**src/rtl/max_plus_pkg.sv**
```systemverilog
// Shared definitions for the packed-array packer/unpacker pair.
package max_plus_pkg;

  localparam int unsigned DEF_N_LANES = 4;
  localparam int unsigned DEF_W       = 1;

  typedef enum logic {
    ST_IDLE = 1'b0,
    ST_SEND = 1'b1
  } state_e;

endpackage

```
**src/rtl/array_unpacker_lane_mux.sv**
```systemverilog
// Pure combinational N_LANES:1 element selector over a packed array.
module lane_mux #(
  parameter int unsigned N_LANES = 4,
  parameter int unsigned W       = 1,
  parameter int unsigned IDX_W   = $clog2(N_LANES)
) (
  input  logic [N_LANES*W-1:0] data,
  input  logic [IDX_W-1:0]     sel,
  output logic [W-1:0]         elem
);

  always_comb begin
    elem = '0;
    for (int k = 0; k < int'(N_LANES); k++) begin
      if (sel == IDX_W'(k)) elem = data[k*W +: W];
    end
  end

endmodule

```
**src/rtl/array_unpacker.sv**
```systemverilog
// Serialises one packed array into N_LANES single-element beats, lane 0 first.
module array_unpacker
  import max_plus_pkg::*;
#(
  parameter int unsigned N_LANES = DEF_N_LANES,
  parameter int unsigned W       = DEF_W,
  parameter int unsigned IDX_W   = $clog2(N_LANES)
) (
  input  logic                 clk,
  input  logic                 rst_n,
  input  logic [N_LANES*W-1:0] in_data,
  input  logic                 in_valid,
  output logic                 in_ready,
  output logic [W-1:0]         out_data,
  output logic [IDX_W-1:0]     out_idx,
  output logic                 out_last,
  output logic                 out_valid,
  input  logic                 out_ready
);

  localparam logic [IDX_W-1:0] LAST_IDX = IDX_W'(N_LANES - 1);

  state_e                 state;
  logic [N_LANES*W-1:0]   hold;
  logic [IDX_W-1:0]       cnt;
  logic [IDX_W-1:0]       cnt_inc;
  logic [W-1:0]           next_elem;
  logic                   beat_done;

  // Next array is taken on the last beat so streaming has no bubble.
  assign in_ready  = (state == ST_IDLE) | (out_last & out_ready);
  assign beat_done = out_valid & out_ready;
  assign cnt_inc   = cnt + IDX_W'(1);

  lane_mux #(
    .N_LANES (N_LANES),
    .W       (W),
    .IDX_W   (IDX_W)
  ) u_lane_mux (
    .data (hold),
    .sel  (cnt_inc),
    .elem (next_elem)
  );

  always_ff @(posedge clk or negedge rst_n) begin
    if (!rst_n) begin
      state     <= ST_IDLE;
      hold      <= '0;
      cnt       <= '0;
      out_valid <= 1'b0;
      out_data  <= '0;
      out_idx   <= '0;
      out_last  <= 1'b0;
    end else begin
      case (state)
        ST_IDLE: begin
          if (in_valid) begin
            state     <= ST_SEND;
            hold      <= in_data;
            cnt       <= '0;
            out_valid <= 1'b1;
            out_data  <= in_data[W-1:0];
            out_idx   <= '0;
            out_last  <= 1'b0;
          end
        end
        ST_SEND: begin
          if (beat_done) begin
            if (cnt == LAST_IDX) begin
              cnt <= '0;
              if (in_valid) begin
                hold     <= in_data;
                out_data <= in_data[W-1:0];
                out_idx  <= '0;
                out_last <= 1'b0;
              end else begin
                state     <= ST_IDLE;
                out_valid <= 1'b0;
              end
            end else begin
              cnt      <= cnt_inc;
              out_data <= next_elem;
              out_idx  <= cnt_inc;
              out_last <= (cnt_inc == LAST_IDX);
            end
          end
        end
        default: state <= ST_IDLE;
      endcase
    end
  end

endmodule

```
**config.mk**
```make
export PLATFORM = sky130hd
export DESIGN_NAME = array_unpacker
export DESIGN_NICKNAME = d
export VERILOG_FILES = /design/src/rtl/max_plus_pkg.sv /design/src/rtl/array_unpacker_lane_mux.sv /design/src/rtl/array_unpacker.sv
export SDC_FILE = /design/constraint.sdc
export NUM_CORES = 1
export LEC_CHECK = 0
export ABC_AREA = 1
export BUFFER_PORTS_ARGS = -buffer_cell sky130_fd_sc_hd__buf_4
export CORE_AREA = 2 2 39 41
export CTS_BUF_LIST = sky130_fd_sc_hd__clkbuf_4 sky130_fd_sc_hd__clkbuf_8 sky130_fd_sc_hd__clkbuf_16
export DETAILED_ROUTE_END_ITERATION = 16
export DIE_AREA = 0 0 41 43
export GPL_TIMING_DRIVEN = 0
export PLACE_DENSITY = 0.79
export REMOVE_ABC_BUFFERS = 1
export SETUP_SLACK_MARGIN = 0.1
export SYNTH_ARGS = -nofsm -noshare
export SYNTH_HDL_FRONTEND = slang
export SYNTH_SLANG_ARGS = --single-unit
```
**constraint.sdc**
```tcl
create_clock -name clk -period 2.58 [get_ports clk]
set_input_delay 0 -clock clk [delete_from_list [all_inputs] [get_ports clk]]
set_output_delay 0 -clock clk [all_outputs]
set_load 0.005 [all_outputs]
```
==> impl_results.md, run 1 <==
* Status: complete, no violations
* Fmax at 781 MHz
* Most used DFF post-synth: dfrtp_1
* Slew at the pin with the worst max-slew slack at 0.245 ns
* Clock skew at 0.00445 ns
* CP arrival at 1.44 ns
* Total core area at 1380 um2
* Aggregate global-route resource usage at 18.6%
* Residual DRC count at 0
* Top post-synthesis cells by count: nand2_1, dfrtp_1, inv_1, o21ai_1
* Combinational share of power at 7.0%
* Maximum VDD drop at 0.200 mV
* Average size of a mapped cell at 8.72 um2
* Worst Setup Slack, final at 1.30 ns
* Syn Std Cell Area at 646 um2
* Internal reg-to-reg setup slack at 1.30 ns
* Row Count at 14
* Internal power at 254 uW
* Num CTS Buffers at 3
* First-pass GRT wire length at 2170 um
* DP Area at 763 um2
* Vias at 556
* Setup crit start kind: register
* Worst hold path class: in -> reg
* Drt first pass iters at 4
* Post-DR wirelength/cell at 11.6 um
* Clk pin slew, worst setup/hold paths at 0.07 ns
* Post-Route WL at 1270 um
* IO buf count at 13
* Non-Filler Instances at 110
* Gpl congestion at 0.744
* Sequential-to-total area share from yosys stat at 46.5%
* Fraction of layout cells with a size suffix above 1 at 27.7%
* Final instance area at 826 um2
* Max-slew headroom at 83.6%
* Synth async-reset ratio at 100%
* # resized after CTS at 0
* Count leader, synth: nand2_1
* Syn. warnings at 0
* Sum Neg Setup Slack at 0 ns
* Die Width at 41 um
* CP max stage delay at 0.41 ns
* Clock Tree Root: clkbuf_4
* Pleak at 0.427 nW
* Unique masters post-synth at 17
* Post-synth EDFFs at 0
* Post-DRT Antenna Nets at 0
* Layout area overhead at 27.9%
* Clock H-tree levels at 1
* Req. time, crit path at 2.74 ns
* DP Worst Slack at 1.30 ns
* Core occupancy in the finished layout at 59.7%
* Final #Nets at 109
* Synth top area cells: dfrtp_1, nand2_1, ha_1
* RSZ-0062 raised after global routing: false
* Die area at 1760 um2
* Most Frequent Cell on Critical Path: nand2_1
* Final Hold Viols at 0
* CTS tree: built
* Post-synth top area share at 46.5%
* Clock sinks at 12
* Initial core utilization at 46.7%
* Vias in the first global route at 539
* Fin. max-slew vios at 0
* Clock latency on the worst-skew pair at 0.27 ns
* Clock share of power at 34.6%
* Inst Count DP at 103
* CP cell instances: ha_1 > inv_2 > nand2_4 > nand2_2 > nor2_1 > nor2_2 > nand2_1 > nand2_1
* Power Dens Cells at 389 nW/um2
* Max-Cap Viols at 0
* Clock buffer depth at 2
* Antenna violations before repair at 0
* CP max-delay cell: dfrtp_1
* CP Class: reg -> reg
* Gr ovfl total at 0
* Die height at 43 um
* Yosys reg bits at 12
* Synth Instances at 74
* First DRT Iteration DRCs at 5
* Crit path time final at 1.28 ns
* Largest net degree at the start of global routing at 13
* Final Cycle Share at 49.6%
* Post-DP HPWL at 990 um
* # setup viols final at 0
* Ports at 14
* Psw at 67.7 uW
* Vias/cell at 5.05
* Crit end category: register
* Max FO, Critical Path at 6
* Synth area leader: dfrtp_1
* Antenna cells at 0
* Switch share at 21.1%
* Reg power frac at 58.4%
==> cell families (layout without fill, tap and decap cells) <==
kind of cell / Yosys count / in the layout / share of synthesized area, %
AND/OR/NAND/NOR: 32 / 32 / 25.6
AO/OA/AOI/OAI: 15 / 15 / 12.4
flip-flops: 12 / 12 / 46.5
buffers and inverters: 10 / 30 / 5.81
adder cells (fa/ha/maj): 5 / 5 / 9.69
==> worst paths after layout <==
check                                        from                     end  cells past startpoint
setup reg to reg               cnt[0]$_DFFE_PN0P_    out_data$_DFFE_PN0N_                      8
min in group asynchronous                   rst_n     hold[3]$_DFFE_PN0P_                      2
setup / recovery               cnt[0]$_DFFE_PN0P_    out_data$_DFFE_PN0N_                      8
hold / removal                         in_data[0]     hold[0]$_DFFE_PN0P_                      3
max in group asynchronous                   rst_n  out_idx[0]$_DFFE_PN0N_                      2
hold reg to reg            out_idx[0]$_DFFE_PN0N_  out_idx[0]$_DFFE_PN0N_                      2
==> power by group through the flow <==
stage | Combinational (mW) | Sequential (mW) | Clock, mW
finish | 0.0224 | 0.188 | 0.111
global route | 0.0253 | 0.188 | 0.124
CTS | 0.0226 | 0.188 | 0.115
detailed placement | 0.0178 | 0.192 | 0
global placement | 0.0169 | 0.192 | 0
floorplan | 0.00340 | 0.192 | 0
==> worst max-delay path: cells and delay by family, from the launching register on <==
family                   cells  cell delay (ns)
flip-flops                   1             0.41
buffers and inverters        1             0.06
AND/OR/NAND/NOR              6             0.47
adder cells (fa/ha/maj)      1             0.24
==> repair_timing <==
item                                   CTS  global route
endpoints found under the hold margin   15             0
hold buffers                             4             0
setup buffers                            0             0
==> through the flow <==
step	power (mW)	hold WS, ns
after floorplan	0.195	-0.296
after global placement	0.209	-0.156
after detailed placement	0.209	-0.154
after CTS	0.325	0.0111
after global routing	0.337	0.0212
final	0.322	0.0132
==> metal layers <==
metal	GRT usage (%)	share of wire (%)	wire length, um	vias to the layer above
met5	0	0	0	-
met4	10.0	2.3	29	0
met3	4.71	5.6	71	4
met2	30.0	50	641	18
met1	20.9	42	529	252
li1	-	-	-	282
==> placed cells by master (no fill, tap or decap), types with 4 or more instances in the layout <==
cell type and n:
dfrtp_1 12, ha_1 5, nand3_1 5, dlygate4sd3_1 4
nand2_1 18, o21ai_1 6, inv_1 8, buf_4 13
a21oi_1 4
==> cell type report <==
type                            instances  area [um2]
Clock buffer                            3        22.5
Tap cell                               16        20.0
Sequential cell                        12         300
Multi-Input combinational cell         52         308
Inverter                               10        37.5
Fill cell                             119         558
Timing Repair Buffer                   17         138
==> registers in the layout, indices dropped and copies added, names as in the netlist <==
name,count
hold,4
out_idx,2
out_data,1
out_valid,1
state,1
cnt,2
out_last,1
(Power assumes the default switching activity.)
==> inputs of run 2 (changes only) <==
Settings changed: ABC_AREA 1 to 0, CORE_AREA 2 2 39 41 to unset, CORE_UTILIZATION set to 46, DIE_AREA 0 0 41 43 to unset, PLACE_DENSITY 0.79 to 0.78.
Clock period 2.58 ns to 1.1 ns, I/O delays scaled along.
==> run 2 against run 1 <==
  * The flow now finishes with violations (setup timing)
  * Final area grew 23%
  * Combinational power grew to 44 times the previous value
  * Synthesized cell count shrank 16%
  * Sequential share of layout area shrank 6.5 points
==> impl_results.md, run 2 <==
* Status: complete, but fails checks
* Failing checks: setup timing
* Fin. max-slew vios at 0 (unchanged)
* First DRT Iteration DRCs at 14 (+9)
* Synth Instances at 62 (-16%)
* Clock Tree Root: clkbuf_4
* Residual DRC count at 0 (unchanged)
* Worst hold path class: in -> reg
* Worst Setup Slack, final at -0.338 ns (-1.64 ns)
* Final Cycle Share at 131% (+81 points)
* Largest net degree at the start of global routing at 13 (unchanged)
* Syn. warnings at 0 (unchanged)
* Yosys reg bits at 12 (unchanged)
* CP top delay family: compound AO/OA/AOI/OAI gates
* Post-DR wirelength/cell at 15.2 um (+31%)
* Fmax at 695 MHz (-11%)
* Drt first pass iters at 4 (unchanged)
* Sum Neg Setup Slack at -2.21 ns (-2.21 ns)
* Top post-synthesis cells by count: dfrtp_1, inv_1, ha_1, nand2_1, mux2_4
* Unique masters post-synth at 25 (+8)
* Die Width at 41.0 um (about the same)
* Average size of a mapped cell at 11.3 um2 (+29%)
* CP max-delay cell: dfrtp_2
* Gpl congestion at 0.859 (+15%)
* Crit path time final at 1.44 ns (+0.157 ns)
* CP bufs+invs at 1 (unchanged)
* IO buf count at 13 (unchanged)
* Post-Route WL at 1610 um (+26%)
* Synth top area cells: dfrtp_1, ha_1, mux2_4
* Fraction of layout cells with a size suffix above 1 at 49.5% (+22 points)
* Biggest regs: hold (4), cnt (2), out_idx (2)
* Gr ovfl total at 0 (unchanged)
* DP Worst Slack at -0.503 ns (-1.80 ns)
* Max FO, Critical Path at 4 (-2)
* Hold slack final at 0.0429 ns (+0.0297 ns)
* Ports at 14 (unchanged)
* Final Hold Viols at 0 (unchanged)
* Row Count at 13 (-1)
* Clock buffer depth at 2 (unchanged)
* Antenna violations before repair at 0 (unchanged)
* Die height at 41.0 um (-4.7%)
* Count leader, synth: dfrtp_1
* Clock latency on the worst-skew pair at 0.28 ns (about the same)
* Crit end category: register
* Pleak at 0.451 nW (+5.5%)
* Maximum VDD drop at 1.20 mV (+500%)
* Biggest register: hold
* Layout area overhead at 46.1%
* Vias in the first global route at 566 (+5.0%)
* Post-DP HPWL at 959 um (-3.1%)
* Largest register FFs at 4 (unchanged)
* Commonest non-fill, non-tap cell in the layout: buf_4
* Most used DFF post-synth: dfrtp_1
* Tot Pwr at 2.09 mW (+550%)
* Sequential-to-total area share from yosys stat at 43.0% (-3.5 points)
* Max-Cap Viols at 0 (unchanged)
* Vias/cell at 5.53 (+9.4%)
* Synth area leader: dfrtp_1
* Aggregate global-route resource usage at 22.6% (+4.0 points)
* Num CTS Buffers at 3 (unchanged)
* Clock sinks at 12 (unchanged)
* Post-synth EDFFs at 0 (unchanged)
* Req. time, crit path at 1.30 ns (-1.44 ns)
* Clock H-tree levels at 1 (unchanged)
* Setup crit start kind: register
* Slew at the pin with the worst max-slew slack at 0.398 ns (+0.153 ns)
* CP Class: reg -> reg
* First-pass GRT wire length at 2440 um (+12%)
* Die area at 1680 um2 (-4.8%)
* Post-DRT Antenna Nets at 0 (unchanged)
* Clock skew at 0.00203 ns (-0.00242 ns)
* Total core area at 1350 um2 (-2.4%)
* CTS tree: built
* Final #Nets at 105 (-3.7%)
* RSZ-0062 raised after global routing: true
* Initial core utilization at 51.7% (+5.1 points)
* Most frequent cells in the layout: buf_4, dfrtp_1, dlygate4sd3_1
* Fillers at 82 (-31%)
* CP max stage delay at 0.43 ns (+0.02 ns)
* Max-slew headroom at 73.5% (-10 points)
* CP arrival at 1.64 ns (+0.20 ns)
* CP cell instances: inv_2 > ha_4 > nand3b_1 > a221o_1 > a221oi_2
* # setup viols final at 11 (+11)
* Post-synth top area share at 43.0% (-3.5 points)
* Clk pin slew, worst setup/hold paths at 0.08 ns (about the same)
* Power Dens Cells at 2050 nW/um2 (+430%)
* Vias at 586 (+5.4%)
* Syn Std Cell Area at 698 um2 (+8.1%)
* Synth async-reset ratio at 100% (unchanged)
* Antenna cells at 0 (unchanged)
[run 2: cell count changes in the layout (fill, tap and decap cells not counted), moves of 4 or more]
cell and delta:
nand3_1 -4, mux2_4 +4, o21ai_1 -4, buf_4 +4, inv_1 -5, nand2_1 -13
[run 2: cell type report]
class	count	area, um2	share of cell area [%]
multi-input cells	43	417	40.9
flip-flops and latches	12	304	29.8
repair buffers	26	221	21.7
clock buffers	4	36.3	3.56
inverters	6	22.5	2.21
well taps	15	18.8	1.84
[run 2: worst register-to-register path: stages (launching register included)]
cell,delay [ns]
dfrtp_2,0.43
inv_2,0.08
ha_4,0.16
nand3b_1,0.14
a221o_1,0.31
a221oi_2,0.23
[run 2: cells by family after synthesis]
| family | share of synthesized area (%) |
|---|---|
| compound gates | 22.9 |
| buf+inv | 4.84 |
| simple gates | 10.4 |
| flops | 43.0 |
| fa+ha+maj | 8.96 |
| xor+xnor | 1.25 |
| mux | 8.60 |
[run 2: what timing repair did]
item	CTS	global route
buffers inserted	5	2
pin swaps	9	4
gates resized for setup	13	5
endpoints found under the hold margin	17	0
hold buffers	6	0
setup endpoints to repair	12	13
[run 2: path summary, 6_finish.rpt]
check	start	endpoint	slack, ns	depth (start not counted)
worst max-delay path	cnt[0]$_DFFE_PN0P_	out_data$_DFFE_PN0N_	-0.34	5
worst min-delay path	in_valid	out_valid$_DFFE_PN0P_	0.04	3
worst max register to register	cnt[0]$_DFFE_PN0P_	out_data$_DFFE_PN0N_	-0.34	5
worst min register to register	hold[2]$_DFFE_PN0P_	hold[2]$_DFFE_PN0P_	0.54	1
max in group asynchronous	rst_n	cnt[0]$_DFFE_PN0P_	0.85	2
min in group asynchronous	rst_n	state$_DFF_PN0_	0.08	2
[run 2: routing by layer]
metal | share of wire (%) | global-route usage [%]
met1 | 45 | 29.6
met2 | 49 | 36.3
met3 | 4.5 | 4.89
met4 | 1.4 | 7.50
met5 | 0 | 0
[run 2: metrics by stage]
step	instance area, um2	cells	util, %
after floorplan	687	61	-
after global placement	803	89	59.5
after detailed placement	803	89	59.5
after CTS	981	104	72.7
after global routing	1020	106	75.5
final	1020	106	75.5
[run 2: power breakdown]
part / leakage [nW] / internal (mW) / switching (mW) / total [mW]
logic: 0.295 / 0.589 / 0.395 / 0.984
clock network: 0.0210 / 0.202 / 0.161 / 0.362
registers: 0.135 / 0.587 / 0.160 / 0.747
total: 0.451 / 1.38 / 0.716 / 2.09
